<file path="src/rtl/apb_ctrl_pkg.sv">
// -----------------------------------------------------------------------------
// apb_ctrl_pkg
// Shared types and default widths for the APB master controller.
//   apb_state_t      : bus phase of the controller FSM (IDLE / SETUP / ACCESS)
//   DEF_NUM_REQ      : default number of requesters
//   DEF_ADDR_W       : default paddr width
//   DEF_DATA_W       : default pwdata/prdata width
//   DEF_TIMEOUT      : default ACCESS-phase watchdog limit (APB_TIMEOUT_EN builds)
// -----------------------------------------------------------------------------
package apb_ctrl_pkg;

   localparam int DEF_NUM_REQ = 2;
   localparam int DEF_ADDR_W  = 2;
   localparam int DEF_DATA_W  = 2;
   localparam int DEF_TIMEOUT = 16;

   typedef enum logic [1:0] {
      IDLE   = 2'd0,
      SETUP  = 2'd1,
      ACCESS = 2'd2
   } apb_state_t;

endpackage

</file>
<file path="src/rtl/apb_rr_arbiter.sv">
// -----------------------------------------------------------------------------
// apb_rr_arbiter
// Combinational round-robin pick. The search starts at last_gnt+1 and wraps,
// so the most recently served requester has the lowest priority.
// Ports:
//   req       in  NUM_REQ  request levels
//   last_gnt  in  IDX_W    index of the previously granted requester
//   gnt       out NUM_REQ  one-hot winner (all zero when no request)
//   gnt_idx   out IDX_W    binary index of the winner
//   gnt_valid out 1        at least one request present
// -----------------------------------------------------------------------------
module apb_rr_arbiter
   import apb_ctrl_pkg::*;
#(
   parameter  int NUM_REQ = DEF_NUM_REQ,
   localparam int IDX_W   = (NUM_REQ > 1) ? $clog2(NUM_REQ) : 1
) (
   input  logic [NUM_REQ-1:0] req,
   input  logic [IDX_W-1:0]   last_gnt,
   output logic [NUM_REQ-1:0] gnt,
   output logic [IDX_W-1:0]   gnt_idx,
   output logic               gnt_valid
);

   // cand_idx[k] is the requester examined k-th in priority order.
   logic [IDX_W-1:0]   cand_idx [NUM_REQ];
   logic [NUM_REQ-1:0] cand_req;

   for (genvar gi = 0; gi < NUM_REQ; gi++) begin : g_cand
      assign cand_idx[gi] = IDX_W'((int'(last_gnt) + gi + 1) % NUM_REQ);
      assign cand_req[gi] = req[cand_idx[gi]];
   end

   // Scan from lowest priority to highest so the highest-priority hit wins.
   always_comb begin
      gnt       = '0;
      gnt_idx   = '0;
      gnt_valid = 1'b0;
      for (int k = NUM_REQ - 1; k >= 0; k--) begin
         if (cand_req[k]) begin
            gnt_idx   = cand_idx[k];
            gnt_valid = 1'b1;
         end
      end
      if (gnt_valid) begin
         gnt[gnt_idx] = 1'b1;
      end
   end

endmodule

</file>
<file path="src/rtl/apb_master_ctrl.sv">
// -----------------------------------------------------------------------------
// apb_master_ctrl
// APB master shared between NUM_REQ requesters with round-robin arbitration.
// Sequences SETUP/ACCESS toward the slave and routes the completion back to
// the requester that owned the transfer. All outputs are registered.
//
// Optional macro APB_TIMEOUT_EN: adds an ACCESS-phase watchdog that completes
// a stalled transfer with rsp_err=1 after TIMEOUT_CYCLES cycles without pready.
//
// Ports:
//   pclk, preset          clock, synchronous active-high reset
//   req/req_write         per-requester request level and direction
//   req_addr/req_wdata    per-requester command, requester i at [i*W +: W]
//   req_gnt               one-hot pulse: command captured (SETUP cycle)
//   rsp_valid             one-hot pulse: transfer complete
//   rsp_rdata/rsp_err     completion data/error, valid with rsp_valid
//   paddr/pselx/penable/pwrite/pwdata   APB command toward the slave
//   pready/prdata/pslave_error          APB response from the slave
// -----------------------------------------------------------------------------
module apb_master_ctrl
   import apb_ctrl_pkg::*;
#(
   parameter int NUM_REQ        = DEF_NUM_REQ,
   parameter int ADDR_W         = DEF_ADDR_W,
   parameter int DATA_W         = DEF_DATA_W,
   parameter int TIMEOUT_CYCLES = DEF_TIMEOUT
) (
   input  logic                       pclk,
   input  logic                       preset,
   input  logic [NUM_REQ-1:0]         req,
   input  logic [NUM_REQ-1:0]         req_write,
   input  logic [NUM_REQ*ADDR_W-1:0]  req_addr,
   input  logic [NUM_REQ*DATA_W-1:0]  req_wdata,
   output logic [NUM_REQ-1:0]         req_gnt,
   output logic [NUM_REQ-1:0]         rsp_valid,
   output logic [DATA_W-1:0]          rsp_rdata,
   output logic                       rsp_err,
   output logic [ADDR_W-1:0]          paddr,
   output logic                       pselx,
   output logic                       penable,
   output logic                       pwrite,
   output logic [DATA_W-1:0]          pwdata,
   input  logic                       pready,
   input  logic [DATA_W-1:0]          prdata,
   input  logic                       pslave_error
);

   localparam int IDX_W = (NUM_REQ > 1) ? $clog2(NUM_REQ) : 1;

   apb_state_t         state_reg;
   logic [IDX_W-1:0]   last_gnt_reg;

   logic [NUM_REQ-1:0] arb_gnt;
   logic [IDX_W-1:0]   arb_idx;
   logic               arb_valid;

   logic [NUM_REQ-1:0] owner_onehot;
   logic               xfer_timeout;
   logic               xfer_done;

   apb_rr_arbiter #(
      .NUM_REQ (NUM_REQ)
   ) u_arb (
      .req       (req),
      .last_gnt  (last_gnt_reg),
      .gnt       (arb_gnt),
      .gnt_idx   (arb_idx),
      .gnt_valid (arb_valid)
   );

   // last_gnt always names the owner of the transfer in flight.
   for (genvar gi = 0; gi < NUM_REQ; gi++) begin : g_owner
      assign owner_onehot[gi] = (last_gnt_reg == IDX_W'(gi));
   end

`ifdef APB_TIMEOUT_EN
   localparam int TO_W = $clog2(TIMEOUT_CYCLES + 1);

   logic [TO_W-1:0] to_cnt_reg;

   // Counter holds the number of completed stalled ACCESS cycles; firing at
   // TIMEOUT_CYCLES-1 ends the transfer on the edge closing the last one.
   // A simultaneous pready takes priority.
   assign xfer_timeout = !pready && (to_cnt_reg == TO_W'(TIMEOUT_CYCLES - 1));

   always_ff @(posedge pclk) begin
      if (preset || state_reg != ACCESS) begin
         to_cnt_reg <= '0;
      end else if (!pready) begin
         to_cnt_reg <= to_cnt_reg + TO_W'(1);
      end
   end
`else
   assign xfer_timeout = 1'b0;
`endif

   // Only ACCESS can complete; pready during SETUP is ignored.
   assign xfer_done = (state_reg == ACCESS) && (pready || xfer_timeout);

   always_ff @(posedge pclk) begin
      if (preset) begin
         state_reg    <= IDLE;
         last_gnt_reg <= IDX_W'(NUM_REQ - 1);
         req_gnt      <= '0;
         rsp_valid    <= '0;
         rsp_rdata    <= '0;
         rsp_err      <= 1'b0;
         paddr        <= '0;
         pselx        <= 1'b0;
         penable      <= 1'b0;
         pwrite       <= 1'b0;
         pwdata       <= '0;
      end else begin
         req_gnt   <= '0;
         rsp_valid <= '0;

         // Completion response (uses the owner before last_gnt is updated).
         if (xfer_done) begin
            rsp_valid <= owner_onehot;
            rsp_rdata <= (pready && !pwrite) ? prdata : '0;
            rsp_err   <= pready ? pslave_error : 1'b1;
         end

         case (state_reg)
            IDLE, ACCESS: begin
               if (state_reg == IDLE || xfer_done) begin
                  if (arb_valid) begin
                     // Grant: capture the winner's command and enter SETUP.
                     state_reg    <= SETUP;
                     pselx        <= 1'b1;
                     penable      <= 1'b0;
                     paddr        <= req_addr[arb_idx*ADDR_W +: ADDR_W];
                     pwdata       <= req_wdata[arb_idx*DATA_W +: DATA_W];
                     pwrite       <= req_write[arb_idx];
                     req_gnt      <= arb_gnt;
                     last_gnt_reg <= arb_idx;
                  end else begin
                     // Command outputs keep their last values while idle.
                     state_reg <= IDLE;
                     pselx     <= 1'b0;
                     penable   <= 1'b0;
                  end
               end
            end
            SETUP: begin
               state_reg <= ACCESS;
               penable   <= 1'b1;
            end
            default: begin
               state_reg <= IDLE;
               pselx     <= 1'b0;
               penable   <= 1'b0;
            end
         endcase
      end
   end

endmodule
</file>
<file path="config.mk">
export PLATFORM = sky130hd
export DESIGN_NAME = apb_master_ctrl
export DESIGN_NICKNAME = d
export VERILOG_FILES = /design/src/rtl/apb_ctrl_pkg.sv /design/src/rtl/apb_rr_arbiter.sv /design/src/rtl/apb_master_ctrl.sv
export SDC_FILE = /design/constraint.sdc
export NUM_CORES = 1
export LEC_CHECK = 0
export CORE_MARGIN = 2
export CORE_UTILIZATION = 37
export DETAILED_ROUTE_END_ITERATION = 8
export PLACE_DENSITY = 0.81
export SLEW_MARGIN = 5
export SYNTH_ARGS = -nofsm -noshare
export SYNTH_HDL_FRONTEND = slang
export SYNTH_SLANG_ARGS = --single-unit
</file>
<file path="constraint.sdc">
create_clock -name pclk -period 1.9 [get_ports pclk]
set_clock_uncertainty 0.2 [all_clocks]
set_input_delay 0.38 -clock pclk [delete_from_list [all_inputs] [get_ports pclk]]
set_output_delay 0.38 -clock pclk [all_outputs]
set_load 0.02 [all_outputs]
</file>
==> impl_metrics.ini <==
[detailed_routing]
m1WireLength_um = 548
dr_total_vias = 549
ant_nets = 0
met3_length_um = 86
dr_wl_met2_um = 662
drt-vias-per-instance = 5.04
initialDrtViolationCount = 1
finalWirelength_mm = 1.30
highest_layer = met3
drt-pass1-iter-count = 2
drc = 0
wire_per_inst_um = 11.9

[critical_path]
crit_buf_inv = 1
crit_slowest_cell = clkdlybuf4s50_1
cp_data_arrival_time_ps = 1240
slowest_delay_ps = 610
crit_path_start = paddr[1]$_SDFFE_PP0P_
cp-start-kind = flop
cp.required_ps = 1320
worstPathMaxFanout = 2
cp.depth = 1
regToRegEndpoint = req_gnt[1]$_SDFF_PP0_
cp_cell_sequence = clkdlybuf4s50_1
setup.worst_path.class = reg -> out
cp-end-kind = output port
rrSetupSlack_ps = 400
rr_startpoint = state_reg[1]$_SDFFE_PP0P_
crit_family = buffers and inverters
reg2reg_depth = 4

[sta]
worst_pin_slew_ps = 239
finalCriticalPeriod_ps = 1820
hold_viol_final = 0
finalSetupViolCount = 0
rsz0062_at_grt = no
post-route-period-util_pct = 95.8
tns_ps = 0
holdWs_ps = 254
drv_slew = 0
max_freq_mhz = 549
relSlewSlack_pct = 84.1

[synthesis]
synth_compound_area_share_pct = 16.6
netlist_area_um2 = 604
ys_seq_area_share_pct = 53.0
synth_fp_nets = 74
syn_inst = 56
synth-seq-cells = 16
synth_top_family_by_area = simple AND/OR/NAND/NOR gates
muxShareOfSynthArea_pct = 8.28
synth_warnings = 0
synth_xor_area_share_pct = 0
syn_avg_cell_area_um2 = 10.8
synth_fa_ha_area_share_pct = 0
yosys.area_share.simple_pct = 17.4
synth.distinct_cells = 23

[die]
fp.dieH_um = 44.4
floorplan.initialDensity_pct = 39.7
core_area_um2 = 1520
die_x_um = 44.4
dieArea_um2 = 1970
rows = 14
boundaryPins = 32

[power_and_ir_drop]
p_leak_nw = 0.406
ir_drop_mv = 0.530
cellPowerDensity_nw_per_um2 = 759
power_w = 0.000748

[cells_and_area]
fillers = 136
finalNonFillerCells = 109
multi_input_area_um2 = 255
design_area_um2 = 986
syn2layout_area_growth_pct = 63.1
ff_latch_area_um2 = 320
final_layout_size_suffix_gt1_share_pct = 11.8
antenna_cells = 0
layout.nets = 112

[place]
place.gp.congestion = 0.689
placed_area_um2 = 948
dp.cells = 105
hpwlAfterDp_mm = 1.02
port_buffers = 31

[clock_tree]
clock_latency_ps = 280
clock-sinks = 16
clockRootBuffer = clkbuf_4
cts_tree = done
cts_buffers = 3
clk_path_buf_depth = 2
cts-htree-levels = 1
clk_pin_slew_worst_paths_ps = 90

[global_routing]
antenna_found_initial = 0
grt_pass1_vias = 539
grt_pass1_wl_mm = 2.15
overflow = 0
grt_max_degree = 10
track_usage_pct = 14.8

[outcome]
status = completed

[flow_run]
maxCapViolCount = 0

[hold_path]
worstHoldStart = rsp_rdata[1]$_SDFFE_PP0P_
min_path_type = reg -> reg
min_to = rsp_rdata[1]$_SDFFE_PP0P_
whs_path_depth = 2
-- synth_stat cells (all sizes together) --
library cell / instances / share of area [%]
a21o: 1 / 1.2
o31a: 1 / 1.4
a2bb2oi: 1 / 1.4
buf: 2 / 2.7
inv: 2 / 1.2
or4: 1 / 1.9
nand2b: 1 / 1.0
nand3b: 1 / 1.2
mux2i: 5 / 8.3
nor3: 2 / 1.7
o2bb2ai: 5 / 7.2
nand4b: 2 / 2.9
or3b: 1 / 1.4
nor2: 2 / 1.2
a21boi: 1 / 1.9
a21oi: 4 / 3.3
nand2: 4 / 2.5
and2: 1 / 1.0
and3b: 1 / 1.4
dfxtp: 16 / 53
clkinv: 1 / 0.83
nor2b: 1 / 1.0
-- worst register-to-register path: cells and delay by family (launching register included) --
| family | cells | cell delay (ps) |
|---|---|---|
| buffers and inverters | 1 | 90 |
| DFF | 1 | 350 |
| and+or+nand+nor | 3 | 810 |
-- layout by cell type (no fill, tap or decap), types with 2 or more instances in the layout --
| cell | count |
|---|---|
| nand4b_1 | 2 |
| a21oi_1 | 4 |
| clkbuf_4 | 3 |
| buf_4 | 4 |
| nor2_1 | 2 |
| dfxtp_1 | 16 |
| o2bb2ai_1 | 5 |
| nor3_1 | 2 |
| inv_1 | 2 |
| clkdlybuf4s50_1 | 29 |
| nand2_1 | 4 |
| mux2i_1 | 5 |
-- through the flow --
stage	util (%)	worst slack, ps
after floorplan	-	301
after global placement	62.2	-33.3
after detailed placement	62.2	-42.7
after CTS	64.5	28.2
after global routing	64.7	27.8
final	64.7	79.2
-- what timing repair did --
action	in CTS	in global routing
hold buffers	0	0
buffers inserted	0	0
setup endpoints to repair	1	1
gates resized for setup	1	1
-- power breakdown --
| part | switching, W | internal, W | total [W] |
|---|---|---|---|
| Sequential | 0.0000155 | 0.000359 | 0.000374 |
| Clock | 0.0000978 | 0.000117 | 0.000214 |
| Combinational | 0.0000677 | 0.0000922 | 0.000160 |
-- per-layer routing --
layer,track usage (%),vias to the layer above
li1,-,278
met1,16.0,252
met2,27.4,19
met3,5.31,0
met4,3.64,0
met5,0,-
-- worst max-delay path by stage --
| stage | endpoint |
|---|---|
| 2_1_floorplan | last_gnt_reg$_SDFFE_PP1P_ |
| 3_3_place_gp | last_gnt_reg$_SDFFE_PP1P_ |
| 3_5_place_dp | last_gnt_reg$_SDFFE_PP1P_ |
| 4_1_cts | pwrite |
| 5_1_grt | paddr[1] |
| 6_report | paddr[1] |
-- cell type report --
cell class	instances	share of cell area, %
timing repair buffer	35	34.6
clock buffer	4	3.68
tap	16	2.03
multi-input combinational	35	25.9
sequential	16	32.5
inverter	3	1.27
-- cell families after synthesis --
| logic type | count (synthesis) |
|---|---|
| simple gates | 17 |
| mux | 5 |
| flops | 16 |
| buf+inv | 5 |
| compound gates | 13 |
(Power assumes the default switching activity.)
